[src/rtl/async_fifo_write_ctrl_pkg.sv]
// ============================================================================
// Module      : async_fifo_write_ctrl_pkg
// Description : Shared Gray-code helpers and defaults for the dual-clock FIFO.
// Revision    : 1.0 - initial release
// ============================================================================
`default_nettype none

package async_fifo_write_ctrl_pkg;

  localparam int C_DEFAULT_ADDR_SIZE = 8;

  function automatic logic [31:0] width_mask(input int width);
    return (width >= 32) ? 32'hFFFF_FFFF : ((32'd1 << width) - 32'd1);
  endfunction

  function automatic logic [31:0] bin2gray(input logic [31:0] bin, input int width);
    return ((bin >> 1) ^ bin) & width_mask(width);
  endfunction

  function automatic logic [31:0] gray2bin(input logic [31:0] gray, input int width);
    logic [31:0] g;
    logic [31:0] b;
    g = gray & width_mask(width);
    for (int i = 0; i < 32; i++) begin
      b[i] = ^(g >> i);
    end
    return b;
  endfunction

  // Pointer value that means "one full lap ahead" of the given Gray pointer.
  function automatic logic [31:0] gray_full_target(input logic [31:0] gray, input int width);
    return (gray ^ (32'd3 << (width - 2))) & width_mask(width);
  endfunction

endpackage

`default_nettype wire

[src/rtl/async_fifo_write_ctrl_if.sv]
// ============================================================================
// Module      : async_fifo_write_ctrl_if
// Description : Producer/controller signal bundle for the FIFO write side.
// Revision    : 1.0 - initial release
// ============================================================================
`default_nettype none

interface async_fifo_write_ctrl_if
  import async_fifo_write_ctrl_pkg::*;
#(
  parameter int ADDR_SIZE = C_DEFAULT_ADDR_SIZE
);
  logic                 w_inc_i;
  logic [ADDR_SIZE:0]   w_r_ptr_i;
  logic                 w_en_o;
  logic [ADDR_SIZE-1:0] w_addr_o;
  logic [ADDR_SIZE:0]   w_ptr_o;
  logic                 w_full_o;
  logic                 w_ovf_o;
  logic                 w_almost_full_o;

  modport master (
    output w_inc_i, w_r_ptr_i,
    input  w_en_o, w_addr_o, w_ptr_o, w_full_o, w_ovf_o, w_almost_full_o
  );

  modport slave (
    input  w_inc_i, w_r_ptr_i,
    output w_en_o, w_addr_o, w_ptr_o, w_full_o, w_ovf_o, w_almost_full_o
  );
endinterface

`default_nettype wire

[src/rtl/async_fifo_write_ctrl_gray_ptr_counter.sv]
// ============================================================================
// Module      : gray_ptr_counter
// Description : Binary + Gray pointer pair with enable; shared by both FIFO sides.
// Revision    : 1.0 - initial release
// ============================================================================
`default_nettype none

module gray_ptr_counter
  import async_fifo_write_ctrl_pkg::*;
#(
  parameter int WIDTH = C_DEFAULT_ADDR_SIZE + 1
) (
  input  wire logic             w_clk_i,
  input  wire logic             w_rst_i,
  input  wire logic             i_en,
  output logic      [WIDTH-1:0] o_bin,
  output logic      [WIDTH-1:0] o_gray,
  output logic      [WIDTH-1:0] o_bin_next,
  output logic      [WIDTH-1:0] o_gray_next
);

  logic [WIDTH-1:0] r_bin;
  logic [WIDTH-1:0] r_gray;

  assign o_bin_next  = r_bin + WIDTH'(i_en);
  assign o_gray_next = WIDTH'(bin2gray(32'(o_bin_next), WIDTH));

  // Gray is kept in its own flops so the crossing pointer never glitches.
  always_ff @(posedge w_clk_i or negedge w_rst_i) begin
    if (!w_rst_i) begin
      r_bin  <= '0;
      r_gray <= '0;
    end else begin
      r_bin  <= o_bin_next;
      r_gray <= o_gray_next;
    end
  end

  assign o_bin  = r_bin;
  assign o_gray = r_gray;

endmodule

`default_nettype wire

[src/rtl/async_fifo_write_ctrl.sv]
// ============================================================================
// Module      : async_fifo_write_ctrl
// Description : Write-domain FIFO controller: address, Gray pointer, full/overflow.
//               Optional almost-full flag: define ASYNC_FIFO_ALMOST_FULL_EN.
// Revision    : 1.0 - initial release
// ============================================================================
`default_nettype none

module async_fifo_write_ctrl
  import async_fifo_write_ctrl_pkg::*;
#(
  parameter int ADDR_SIZE = C_DEFAULT_ADDR_SIZE,
  parameter int AF_MARGIN = 4
) (
  input wire logic               w_clk_i,
  input wire logic               w_rst_i,
  async_fifo_write_ctrl_if.slave bus
);

  localparam int C_PTR_W = ADDR_SIZE + 1;

  logic               r_full;
  logic               r_ovf;
  logic               w_accept;
  logic               w_full_next;
  logic [C_PTR_W-1:0] w_bin;
  logic [C_PTR_W-1:0] w_gray;
  logic [C_PTR_W-1:0] w_bin_next;
  logic [C_PTR_W-1:0] w_gray_next;

  assign w_accept = bus.w_inc_i & ~r_full;

  gray_ptr_counter #(
    .WIDTH       (C_PTR_W)
  ) u_ptr (
    .w_clk_i     (w_clk_i),
    .w_rst_i     (w_rst_i),
    .i_en        (w_accept),
    .o_bin       (w_bin),
    .o_gray      (w_gray),
    .o_bin_next  (w_bin_next),
    .o_gray_next (w_gray_next)
  );

  assign w_full_next = (w_gray_next == C_PTR_W'(gray_full_target(32'(bus.w_r_ptr_i), C_PTR_W)));

  always_ff @(posedge w_clk_i or negedge w_rst_i) begin
    if (!w_rst_i) begin
      r_full <= 1'b0;
      r_ovf  <= 1'b0;
    end else begin
      r_full <= w_full_next;
      r_ovf  <= r_ovf | (bus.w_inc_i & r_full);
    end
  end

  assign bus.w_en_o   = w_accept;
  assign bus.w_addr_o = w_bin[ADDR_SIZE-1:0];
  assign bus.w_ptr_o  = w_gray;
  assign bus.w_full_o = r_full;
  assign bus.w_ovf_o  = r_ovf;

`ifdef ASYNC_FIFO_ALMOST_FULL_EN
  localparam logic [C_PTR_W-1:0] C_AF_THRESH = C_PTR_W'((1 << ADDR_SIZE) - AF_MARGIN);

  logic               r_almost_full;
  logic [C_PTR_W-1:0] w_rd_bin;
  logic [C_PTR_W-1:0] w_level;
  logic               w_unused;

  assign w_rd_bin = C_PTR_W'(gray2bin(32'(bus.w_r_ptr_i), C_PTR_W));
  assign w_level  = w_bin_next - w_rd_bin;
  assign w_unused = w_bin[ADDR_SIZE];

  always_ff @(posedge w_clk_i or negedge w_rst_i) begin
    if (!w_rst_i) begin
      r_almost_full <= 1'b0;
    end else begin
      r_almost_full <= (w_level >= C_AF_THRESH);
    end
  end

  assign bus.w_almost_full_o = r_almost_full;
`else
  logic w_unused;

  assign w_unused = ^{w_bin[ADDR_SIZE], w_bin_next, (AF_MARGIN != 0)};
  assign bus.w_almost_full_o = 1'b0;
`endif

endmodule

`default_nettype wire

[src/flat_wrapper.sv]
// flat-port wrapper written by rule: the top's interface ports become plain ports
module async_fifo_write_ctrl_flat import async_fifo_write_ctrl_pkg::*;
#(
  parameter int ADDR_SIZE = C_DEFAULT_ADDR_SIZE,
  parameter int AF_MARGIN = 4
)
  (w_clk_i, w_rst_i, bus_w_inc_i, bus_w_r_ptr_i, bus_w_en_o, bus_w_addr_o, bus_w_ptr_o, bus_w_full_o, bus_w_ovf_o, bus_w_almost_full_o);
  async_fifo_write_ctrl_if #(.ADDR_SIZE(ADDR_SIZE)) bus_i ();
  input wire logic w_clk_i;
  input wire logic w_rst_i;
  input wire logic [$bits(bus_i.w_inc_i)-1:0] bus_w_inc_i;
  input wire logic [$bits(bus_i.w_r_ptr_i)-1:0] bus_w_r_ptr_i;
  output wire logic [$bits(bus_i.w_en_o)-1:0] bus_w_en_o;
  output wire logic [$bits(bus_i.w_addr_o)-1:0] bus_w_addr_o;
  output wire logic [$bits(bus_i.w_ptr_o)-1:0] bus_w_ptr_o;
  output wire logic [$bits(bus_i.w_full_o)-1:0] bus_w_full_o;
  output wire logic [$bits(bus_i.w_ovf_o)-1:0] bus_w_ovf_o;
  output wire logic [$bits(bus_i.w_almost_full_o)-1:0] bus_w_almost_full_o;
  assign bus_i.w_inc_i = bus_w_inc_i;
  assign bus_i.w_r_ptr_i = bus_w_r_ptr_i;
  assign bus_w_en_o = bus_i.w_en_o;
  assign bus_w_addr_o = bus_i.w_addr_o;
  assign bus_w_ptr_o = bus_i.w_ptr_o;
  assign bus_w_full_o = bus_i.w_full_o;
  assign bus_w_ovf_o = bus_i.w_ovf_o;
  assign bus_w_almost_full_o = bus_i.w_almost_full_o;
  async_fifo_write_ctrl #(.ADDR_SIZE(ADDR_SIZE), .AF_MARGIN(AF_MARGIN)) u_core (.w_clk_i(w_clk_i), .w_rst_i(w_rst_i), .bus(bus_i));
endmodule
[config.mk]
export PLATFORM = sky130hd
export DESIGN_NAME = async_fifo_write_ctrl_flat
export DESIGN_NICKNAME = d
export VERILOG_FILES = /design/src/rtl/async_fifo_write_ctrl_pkg.sv /design/src/rtl/async_fifo_write_ctrl_if.sv /design/src/rtl/async_fifo_write_ctrl_gray_ptr_counter.sv /design/src/rtl/async_fifo_write_ctrl.sv /design/src/flat_wrapper.sv
export SDC_FILE = /design/constraint.sdc
export NUM_CORES = 1
export LEC_CHECK = 0
export CAP_MARGIN = 20
export CORE_MARGIN = 1.5
export CORE_UTILIZATION = 40
export DETAILED_ROUTE_END_ITERATION = 8
export GPL_TIMING_DRIVEN = 1
export MAX_ROUTING_LAYER = met4
export PLACE_DENSITY = 0.67
export SYNTH_ARGS = -nofsm -noshare
export SYNTH_HDL_FRONTEND = slang
export SYNTH_SLANG_ARGS = --single-unit
[constraint.sdc]
create_clock -name w_clk_i -period 2.6 [get_ports w_clk_i]
set_clock_uncertainty 0.1 [all_clocks]
set_input_delay 0.65 -clock w_clk_i [delete_from_list [all_inputs] [get_ports w_clk_i]]
set_output_delay 0.65 -clock w_clk_i [all_outputs]
set_load 0.005 [all_outputs]
# Word-level counts from Yosys, hierarchy flattened
# Index checks and enable logic that the tools add are counted.
# op_classes
eq_ne	1
add_sub_neg	1
bitwise	6
# ops
op	n
$add 9x1->9	1
$eq 9x9->1	1
$xor 8x9->9	1
$and 1x1->1	2
$not 2->2	1
$not 1->1	1
$or 1x1->1	1
# word_totals
in_bits	12
regBits	20
word_cells	12

# Longest topological paths before layout
# Gate-level depths: netlist of the first run.
# depth
depth_word	5
depth_mapped	9
depth_no_buf	8

# Hierarchy
# From an unflattened synthesis of the first run, not the netlist that was laid out.
# unflattened
cells_unflattened	79
hier_area_um2	914.6
# by_module_without_submodules
mod	area_each_um2	cells_each	n_inst	seq_area_each_um2
gray_ptr_counter	737.0	61	1	425.4
async_fifo_write_ctrl	177.7	18	1	50.0

# Worst setup path before layout of the first run
# Ideal clock, no wire load.
# synth_path
path_type	input to register
start	input bus_w_inc_i
end	register u_core.r_full (netlist: u_core.bus.w_full_o)
cell_stages	9
required_time_ns	2.389
slack_ns	0.030
arrival_time_ns	2.359
setup_ns	0.111
path_cell_list	nor2b_1 -> ha_1 -> ha_1 -> buf_2 -> xnor3_1 -> xnor2_1 -> nor3_1 -> o2111ai_1 -> a2111oi_2
# synth_between
elab_chain_cells	4
# synth_lines
item	line_no	source
start, declared	flat_wrapper.sv:11	input wire logic [$bits(bus_i.w_inc_i)-1:0] bus_w_inc_i;
$and 1x1->1	async_fifo_write_ctrl.sv:31	assign w_accept = bus.w_inc_i & ~r_full;
$add 9x1->9	async_fifo_write_ctrl_gray_ptr_counter.sv:25	assign o_bin_next = r_bin + WIDTH'(i_en);
$xor 8x9->9	async_fifo_write_ctrl_pkg.sv:17	return ((bin >> 1) ^ bin) & width_mask(width);
$eq 9x9->1	async_fifo_write_ctrl.sv:45	assign w_full_next = (w_gray_next == C_PTR_W'(gray_full_target(32'(bus.w_r_ptr_i), C_PTR_W)));
via u_core.w_full_next	async_fifo_write_ctrl.sv:25	logic w_full_next;
end signal, assigned	async_fifo_write_ctrl.sv:52	r_full <= w_full_next;
end, declared	async_fifo_write_ctrl.sv:22	logic r_full;
# The timed path passes the listed nets, and every way through them passes these cells.

# Worst setup path after layout of the first run
# Ends and elaborated chain as after synthesis.

==> results of run 1 <==
[repair_timing]
| item | 4_1_cts | 5_1_grt |
|---|---|---|
| hold endpoints to repair | 0 | 0 |
| endpoints found under the setup margin | 2 | 0 |
| setup buffers | 1 | 0 |
| gates resized for setup | 11 | 0 |
[through the flow]
step / utilization, % / power, mW / hold slack (ps) / worst slack, ps
finish: 63.26 / 1.605 / 372.5 / 156.6
global route: 63.26 / 1.734 / 412.7 / 29.46
CTS: 63.26 / 1.620 / 373.8 / 179.7
detailed placement: 60.23 / 1.408 / 347.4 / -533.0
global placement: 60.23 / 1.390 / 350.9 / -431.0
floorplan: - / 1.030 / 254.4 / 30.04
[power groups by stage]
stage	Combinational [mW]	Sequential (mW)	Clock [mW]
finish	0.896	0.558	0.151
global route	0.983	0.581	0.170
CTS	0.898	0.560	0.162
detailed placement	0.852	0.556	0
global placement	0.840	0.550	0
floorplan	0.536	0.494	0
[state kept, by name, indices dropped and copies added, names as in the netlist]
name and cells:
u_core.bus.w_full_o 1, u_core.bus.w_ovf_o 1, u_core.u_ptr.o_gray 8, u_core.u_ptr.o_bin 9
[cell usage in the layout (no fill, tap or decap), types with 2 or more instances in the layout]
master	synthesis	routed
clkdlybuf4s50_1	0	30
dfrtp_1	19	19
buf_4	2	17
xor2_1	14	14
xnor2_1	11	11
nand3_1	5	5
inv_1	4	4
xnor3_1	3	3
clkbuf_4	0	3
nor2_1	2	2
and3_2	2	2
a21boi_0	2	2
o21a_1	2	2
a31oi_1	2	2
or3_1	2	2
ha_4	0	2
[kinds of logic (layout without fill, tap and decap cells)]
kind of cell    Yosys count  after routing  synth area share (%)
compound gates           11             11                 7.493
xor+xnor                 29             29                 28.08
fa+ha+maj                 3              3                 3.356
buf+inv                  10             57                 5.592
flops                    19             19                 42.51
other cells               1              1                0.3352
simple gates             18             18                 12.64
[routing by layer]
layer | share of wire [%] | up-vias
li1 | - | 399
met1 | 44 | 393
met2 | 52 | 25
met3 | 4.7 | 0
met4 | 0 | 0
met5 | 0 | -
[final timing paths]
path / endpoint / slack, ps / cells past startpoint
min in group asynchronous: u_core.u_ptr.o_bin[4] / 570 / 2
max reg2reg: u_core.bus.w_full_o / 320 / 9
max: u_core.bus.w_full_o / 160 / 10
min reg2reg: u_core.bus.w_ovf_o / 370 / 1
min: u_core.bus.w_ovf_o / 370 / 1
max in group asynchronous: u_core.bus.w_ovf_o / 1620 / 2
[cell type report]
type,instances,area [µm²]
clock buffer,3,22.52
clock inverter,1,5.005
fill,228,943.4
inverter,4,15.01
multi-input combinational,62,620.6
sequential,19,475.5
tap,30,37.54
timing repair buffer,49,447.9
[worst reg2reg max path: cells and delay by family (launching register included)]
family | cells | cell delay [ps]
AO/OA/AOI/OAI | 4 | 870
flip-flops | 1 | 440
AND/OR/NAND/NOR | 2 | 360
adder cells (fa/ha/maj) | 2 | 300
buffers and inverters | 1 | 110
==> run_summary.xml, run 1 <==
<?xml version="1.0" encoding="UTF-8"?>
<metrics>
  <group name="outcome">
    <metric name="run_status" unit="">finished, final reports clean</metric>
  </group>
  <group name="critical_path">
    <metric name="cp_slowest_stage_delay" unit="ps">390</metric>
    <metric name="critical_path.cell_chain" unit="">dlygate4sd2_1, nor2b_4, ha_4, ha_4, buf_6, nand3_1, xor2_1, and3b_2, o2111ai_1, a2111oi_2</metric>
    <metric name="worst_r2r_startpoint" unit="">u_core.bus.w_full_o</metric>
    <metric name="critical_path_arrival" unit="ps">2520</metric>
    <metric name="path_type_of_the_worst_setup_path" unit="">in2reg</metric>
    <metric name="critical-path-top-delay-family" unit="">compound AO/OA/AOI/OAI gates</metric>
    <metric name="path_common_cell" unit="">ha_4</metric>
    <metric name="required" unit="ps">2680</metric>
    <metric name="worstPathBufferInverterCount" unit="">2</metric>
    <metric name="critPathLaunchType" unit="">primary input</metric>
    <metric name="largest_fanout_on_the_critical_path" unit="">5</metric>
    <metric name="critPathLaunch" unit="">bus_w_inc_i</metric>
    <metric name="cp-end-kind" unit="">flip-flop</metric>
    <metric name="crit_slowest_cell" unit="">a2111oi_2</metric>
  </group>
  <group name="sta">
    <metric name="grt_setup_unrepaired" unit="">no</metric>
    <metric name="pins_over_their_slew_limit" unit="">0</metric>
    <metric name="setup_tns" unit="ps">0</metric>
    <metric name="count_of_endpoints_failing_setup_in_the_final_report" unit="">0</metric>
    <metric name="final_hold_viol_count" unit="">0</metric>
    <metric name="timing.final.crit_share" unit="%">93.98</metric>
    <metric name="clock.fmax" unit="MHz">409.3</metric>
    <metric name="period_minus_slack" unit="ps">2443</metric>
  </group>
  <group name="yosys">
    <metric name="async_reset_ff_share" unit="%">100.0</metric>
    <metric name="number_of_library_cell_types_mapped_by_synthesis" unit="">30</metric>
    <metric name="synth.cell_area" unit="mm²">0.001119</metric>
    <metric name="postSynthCellCount" unit="">91</metric>
    <metric name="count_leader_synth" unit="">dfrtp_1</metric>
    <metric name="netlist_top_cells_area" unit="">dfrtp_1 43%, xor2_1 11%, xnor2_1 8.6%, xnor3_1 6.0%, ha_1 3.4%</metric>
    <metric name="synth_area_leader_cell" unit="">dfrtp_1</metric>
    <metric name="main_synth_ff_type" unit="">dfrtp_1</metric>
    <metric name="synth_top_cells_by_count" unit="">19 x dfrtp_1, 14 x xor2_1, 11 x xnor2_1</metric>
    <metric name="synthesized_netlist_net_count" unit="">106</metric>
    <metric name="yosysWarnings" unit="">0</metric>
    <metric name="synth_edf_count" unit="">0</metric>
    <metric name="yosysSeqAreaShare" unit="%">42.51</metric>
    <metric name="yosys_register_bits" unit="">19</metric>
    <metric name="post_synth.cell_area_avg" unit="µm²">12.29</metric>
    <metric name="synth_top_area_share" unit="%">42.51</metric>
  </group>
  <group name="clocking">
    <metric name="hold_buffers" unit="">0</metric>
    <metric name="cts-buffers-inserted" unit="">3</metric>
    <metric name="ctsRootBufferMaster" unit="">clkbuf_4</metric>
    <metric name="cts.path.max_buffers" unit="">2</metric>
    <metric name="ctsHtreeMaxLevel" unit="">1</metric>
    <metric name="clock_latency" unit="ps">300</metric>
    <metric name="cts_tree" unit="">built</metric>
    <metric name="clk_transition_reported_paths" unit="ps">110</metric>
    <metric name="clock_sinks" unit="">19</metric>
  </group>
  <group name="grt">
    <metric name="overflow" unit="">0</metric>
    <metric name="grtUsageMet3" unit="%">3.023</metric>
    <metric name="grt_busiest_layer" unit="">met2</metric>
    <metric name="grt_antenna_before_repair" unit="">0</metric>
    <metric name="grtUsageTotal" unit="%">16.67</metric>
    <metric name="grt_pass1_wl" unit="mm">3.981</metric>
    <metric name="grt_start_max_net_pins" unit="">20</metric>
    <metric name="first_global_vias" unit="">909</metric>
    <metric name="gr-usage-met1" unit="%">20.77</metric>
    <metric name="grt_use_met2" unit="%">27.72</metric>
  </group>
  <group name="placed_design">
    <metric name="post-dp-hpwl" unit="mm">1.650</metric>
    <metric name="place.gp.congestion" unit="">0.9038</metric>
    <metric name="buffer_ports.inserted" unit="">31</metric>
    <metric name="dpl-instance-area" unit="mm²">0.001546</metric>
    <metric name="place.detailed.instances" unit="">163</metric>
  </group>
  <group name="routing">
    <metric name="first_iter_violations" unit="">12</metric>
    <metric name="post_drt_wl_per_cell" unit="µm">13.60</metric>
    <metric name="post-route-drc-count" unit="">0</metric>
    <metric name="vias" unit="">817</metric>
    <metric name="detail-route-antenna-nets" unit="">0</metric>
    <metric name="post_detailed_route_via_to_cell_ratio" unit="">4.863</metric>
    <metric name="postRouteWirelength" unit="mm">2.284</metric>
    <metric name="drt-pass1-iter-count" unit="">4</metric>
  </group>
  <group name="die">
    <metric name="design.core.area" unit="mm²">0.002567</metric>
    <metric name="die_width" unit="µm">55.88</metric>
    <metric name="die_area" unit="mm²">0.003123</metric>
    <metric name="top_level_pins" unit="">33</metric>
    <metric name="initial_utilization" unit="%">43.57</metric>
    <metric name="die_height" unit="µm">55.88</metric>
    <metric name="std_cell_rows" unit="">18</metric>
  </group>
  <group name="job">
    <metric name="cap_viol_max_count" unit="">0</metric>
  </group>
  <group name="layout">
    <metric name="antenna-diode-count" unit="">0</metric>
    <metric name="postLayoutCellArea" unit="mm²">0.001624</metric>
    <metric name="layoutNonFillerInstCount" unit="">168</metric>
    <metric name="area_delta_synth_final" unit="%">45.19</metric>
    <metric name="layout-drive-gt1-share" unit="%">25.36</metric>
    <metric name="design.final.nets" unit="">154</metric>
  </group>
  <group name="pwr">
    <metric name="share_seq_of_total_power" unit="%">34.8</metric>
    <metric name="power.share.clock" unit="%">9.4</metric>
    <metric name="comb_power_share" unit="%">55.8</metric>
    <metric name="p_leak" unit="nW">0.7397</metric>
    <metric name="intPower" unit="mW">1.019</metric>
    <metric name="vdd_drop_max" unit="mV">0.7242</metric>
    <metric name="netSwitchingFraction" unit="%">36.49</metric>
    <metric name="power.density_cell_area" unit="mW/mm²">988.1</metric>
    <metric name="p_sw" unit="mW">0.5856</metric>
  </group>
  <group name="worst_hold_path">
    <metric name="timing.hold.worst.start" unit="">u_core.bus.w_ovf_o</metric>
    <metric name="worst_hold_path_type" unit="">reg2reg</metric>
  </group>
</metrics>
Note: power is estimated with default switching activity, not from simulation.
==> run 2: changes to the inputs <==
--- a/config.mk
+++ b/config.mk
@@ -11,7 +11,8 @@
 export DETAILED_ROUTE_END_ITERATION = 8
 export GPL_TIMING_DRIVEN = 1
 export MAX_ROUTING_LAYER = met4
-export PLACE_DENSITY = 0.67
+export PLACE_DENSITY = 0.71
 export SYNTH_ARGS = -nofsm -noshare
 export SYNTH_HDL_FRONTEND = slang
+export SYNTH_HIERARCHICAL = 1
 export SYNTH_SLANG_ARGS = --single-unit
==> run 2 against run 1 <==
- die area decreased by 17%
- global-route usage increased by 1.1 points
- final cell count decreased by 8.3%
- power increased by 1.3%
- flip-flop and latch count unchanged
- clock-buffer cell count increased by 1
- critical path depth increased by 2
- clock power decreased by 6%
- combinational power increased by 5.7%
- non-clock buffer count decreased by 3
- largest cell class unchanged
==> run_summary.xml, run 2 <==
<?xml version="1.0" encoding="UTF-8"?>
<metrics>
  <group name="yosys">
    <metric name="main_synth_ff_type" unit="">dfrtp_1</metric>
    <metric name="synthesized_netlist_net_count" unit="">94</metric>
    <metric name="synth_top_area_share" unit="%">51.98</metric>
    <metric name="synth_edf_count" unit="">0</metric>
    <metric name="async_reset_ff_share" unit="%">100.0</metric>
    <metric name="synth.cell_area" unit="µm²">914.6</metric>
    <metric name="yosysSeqAreaShare" unit="%">51.98</metric>
    <metric name="number_of_library_cell_types_mapped_by_synthesis" unit="">21</metric>
    <metric name="post_synth.cell_area_avg" unit="µm²">11.58</metric>
    <metric name="synth_top_cells_by_count" unit="">19 x dfrtp_1, 14 x xor2_1, 10 x xnor2_1</metric>
    <metric name="netlist_top_cells_area" unit="">dfrtp_1 52%, xor2_1 13%, xnor2_1 9.6%, ha_1 4.1%, nand3_1 2.7%</metric>
    <metric name="yosys_register_bits" unit="">19</metric>
    <metric name="postSynthCellCount" unit="">79</metric>
    <metric name="yosysWarnings" unit="">6</metric>
    <metric name="count_leader_synth" unit="">dfrtp_1</metric>
    <metric name="synth_area_leader_cell" unit="">dfrtp_1</metric>
  </group>
  <group name="grt">
    <metric name="grt_start_max_net_pins" unit="">20</metric>
    <metric name="first_global_vias" unit="">696</metric>
    <metric name="overflow" unit="">0</metric>
    <metric name="grtUsageTotal" unit="%">17.80</metric>
    <metric name="grt_pass1_wl" unit="mm">3.201</metric>
    <metric name="grt_antenna_before_repair" unit="">0</metric>
  </group>
  <group name="sta">
    <metric name="timing.final.crit_share" unit="%">94.09</metric>
    <metric name="clock.fmax" unit="MHz">408.8</metric>
    <metric name="count_of_endpoints_failing_setup_in_the_final_report" unit="">0</metric>
    <metric name="final_hold_viol_count" unit="">0</metric>
    <metric name="grt_setup_unrepaired" unit="">yes</metric>
    <metric name="final.setup.worst_slack" unit="ps">153.6</metric>
    <metric name="setup_tns" unit="ps">0</metric>
    <metric name="pins_over_their_slew_limit" unit="">0</metric>
    <metric name="period_minus_slack" unit="ps">2446</metric>
  </group>
  <group name="outcome">
    <metric name="run_status" unit="">finished, final reports clean</metric>
  </group>
  <group name="clocking">
    <metric name="ctsHtreeMaxLevel" unit="">1</metric>
    <metric name="cts-buffers-inserted" unit="">3</metric>
    <metric name="cts_tree" unit="">built</metric>
    <metric name="cts.path.max_buffers" unit="">2</metric>
    <metric name="clk_transition_reported_paths" unit="ps">100</metric>
    <metric name="clock_latency" unit="ps">290</metric>
    <metric name="ctsRootBufferMaster" unit="">clkbuf_4</metric>
    <metric name="clock_sinks" unit="">19</metric>
  </group>
  <group name="placed_design">
    <metric name="buffer_ports.inserted" unit="">31</metric>
    <metric name="pre_cts_ws" unit="ps">-572.9</metric>
    <metric name="place.gp.congestion" unit="">0.7829</metric>
    <metric name="place.detailed.instances" unit="">148</metric>
    <metric name="post-dp-hpwl" unit="mm">1.526</metric>
  </group>
  <group name="job">
    <metric name="cap_viol_max_count" unit="">0</metric>
  </group>
  <group name="pwr">
    <metric name="p_leak" unit="nW">0.6463</metric>
    <metric name="power.density_cell_area" unit="mW/mm²">1124</metric>
    <metric name="vdd_drop_max" unit="mV">0.7217</metric>
    <metric name="total_power" unit="mW">1.625</metric>
  </group>
  <group name="layout">
    <metric name="leading_cell_type_in_the_layout_fill_and_taps_excluded" unit="">clkdlybuf4s50_1</metric>
    <metric name="max_ffs_per_register" unit="">9</metric>
    <metric name="area_delta_synth_final" unit="%">58.14</metric>
    <metric name="design.final.nets" unit="">142</metric>
    <metric name="layout-drive-gt1-share" unit="%">26.19</metric>
    <metric name="layoutNonFillerInstCount" unit="">154</metric>
    <metric name="most-common-layout-cells" unit="">30 x clkdlybuf4s50_1, 18 x dfrtp_1, 15 x buf_4, 13 x xor2_1, 10 x xnor2_1</metric>
    <metric name="final_util" unit="%">66.02</metric>
    <metric name="n_fill_cell" unit="">173</metric>
    <metric name="antenna-diode-count" unit="">0</metric>
  </group>
  <group name="die">
    <metric name="initial_utilization" unit="%">41.75</metric>
    <metric name="die_height" unit="µm">50.82</metric>
    <metric name="std_cell_rows" unit="">17</metric>
    <metric name="die_width" unit="µm">50.82</metric>
    <metric name="top_level_pins" unit="">33</metric>
    <metric name="die_area" unit="mm²">0.002583</metric>
    <metric name="design.core.area" unit="mm²">0.002191</metric>
  </group>
  <group name="routing">
    <metric name="post_detailed_route_via_to_cell_ratio" unit="">4.838</metric>
    <metric name="post_drt_wl_per_cell" unit="µm">13.20</metric>
    <metric name="detail-route-antenna-nets" unit="">0</metric>
    <metric name="routed-wl-met2" unit="mm">1.044</metric>
    <metric name="post-route-drc-count" unit="">0</metric>
    <metric name="first_iter_violations" unit="">24</metric>
    <metric name="vias" unit="">745</metric>
    <metric name="routed-wl-met3" unit="µm">109</metric>
    <metric name="postRouteWirelength" unit="mm">2.033</metric>
    <metric name="top_layer_used" unit="">met4</metric>
    <metric name="detail_route.wirelength.met1" unit="µm">841</metric>
    <metric name="drt-pass1-iter-count" unit="">4</metric>
  </group>
  <group name="critical_path">
    <metric name="largest_fanout_on_the_critical_path" unit="">3</metric>
    <metric name="reg2regPathDepth" unit="">11</metric>
    <metric name="required" unit="ps">2690</metric>
    <metric name="cp-end-kind" unit="">flip-flop</metric>
    <metric name="path_type_of_the_worst_setup_path" unit="">in2reg</metric>
    <metric name="critical_path_arrival" unit="ps">2540</metric>
    <metric name="critPathLaunchType" unit="">primary input</metric>
  </group>
  <group name="worst_hold_path">
    <metric name="worstHoldPathCells" unit="">1</metric>
    <metric name="worst_hold_path_type" unit="">reg2reg</metric>
  </group>
</metrics>
[run 2: cell types whose count changed after synthesis, sizes merged, moves of 2 or more]
cell	previous run	this run
xnor3	3	0
o21a	2	0
a21boi	2	0
nand2	0	4
buf	6	3
a31oi	2	0
nand4	1	3
and3	2	0
nor4	0	2
[run 2: logic make-up after synthesis]
kind of cell	Yosys count	synth area share, %
fa+ha+maj	3	4.104
flops	19	51.98
other cells	1	0.4100
xor+xnor	24	22.98
compound gates	6	3.831
simple gates	20	13.00
buf+inv	6	3.693
[run 2: critical path, stage by stage]
cell and delay [ps]:
clkbuf_2 90, nor2b_4 210, ha_4 160, ha_4 130, buf_4 120, a21oi_1 40, o31ai_1 270, nand3_2 140
xor2_2 170, xnor2_1 170, nand4_1 130, nor4_2 260
[run 2: per-stage QoR]
stage          hold WS [ps]  cell area [µm²]
2_1_floorplan         254.4            937.1
3_3_place_gp          338.0             1358
3_5_place_dp          343.9             1358
4_1_cts               367.1             1420
5_1_grt               383.8             1446
6_report              362.1             1446
[run 2: final cells by class]
type                       count  area, µm²  area share, %
sequential                    19      476.7          32.96
timing repair buffer          46      417.9          28.89
inverter                       3      11.26         0.7785
clock buffer                   4      26.28          1.817
tap                           28      35.03          2.422
multi-input combinational     54      479.2          33.13
[run 2: path summary, 6_finish.rpt]
| kind | start | slack, ps | endpoint |
|---|---|---|---|
| max | bus_w_inc_i | 150 | u_core/bus.w_full_o |
| min | u_core/bus.w_ovf_o | 360 | u_core/bus.w_ovf_o |
| max reg2reg | u_core/bus.w_full_o | 180 | u_core/bus.w_full_o |
| min reg2reg | u_core/bus.w_ovf_o | 360 | u_core/bus.w_ovf_o |
| max in group asynchronous | w_rst_i | 1600 | u_core/bus.w_full_o |
| min in group asynchronous | w_rst_i | 590 | u_core/u_ptr/o_gray[7] |
[run 2: report_power, final]
group	internal [mW]	switching, mW	total (mW)
Clock	0.0595	0.0825	0.142
Sequential	0.420	0.116	0.537
Combinational	0.537	0.409	0.947
[run 2: layer usage]
layer  GRT usage (%)  vias to the layer above
met5               -                        -
met4           8.108                        0
met3           2.339                        4
met2           29.61                       37
met1           21.77                      352
li1                -                      352
[run 2: what timing repair did]
action,in CTS,in global routing
endpoints found under the setup margin,2,1
setup buffers,1,1
resized for setup,8,6
hold buffers,0,0
pin swaps,5,3
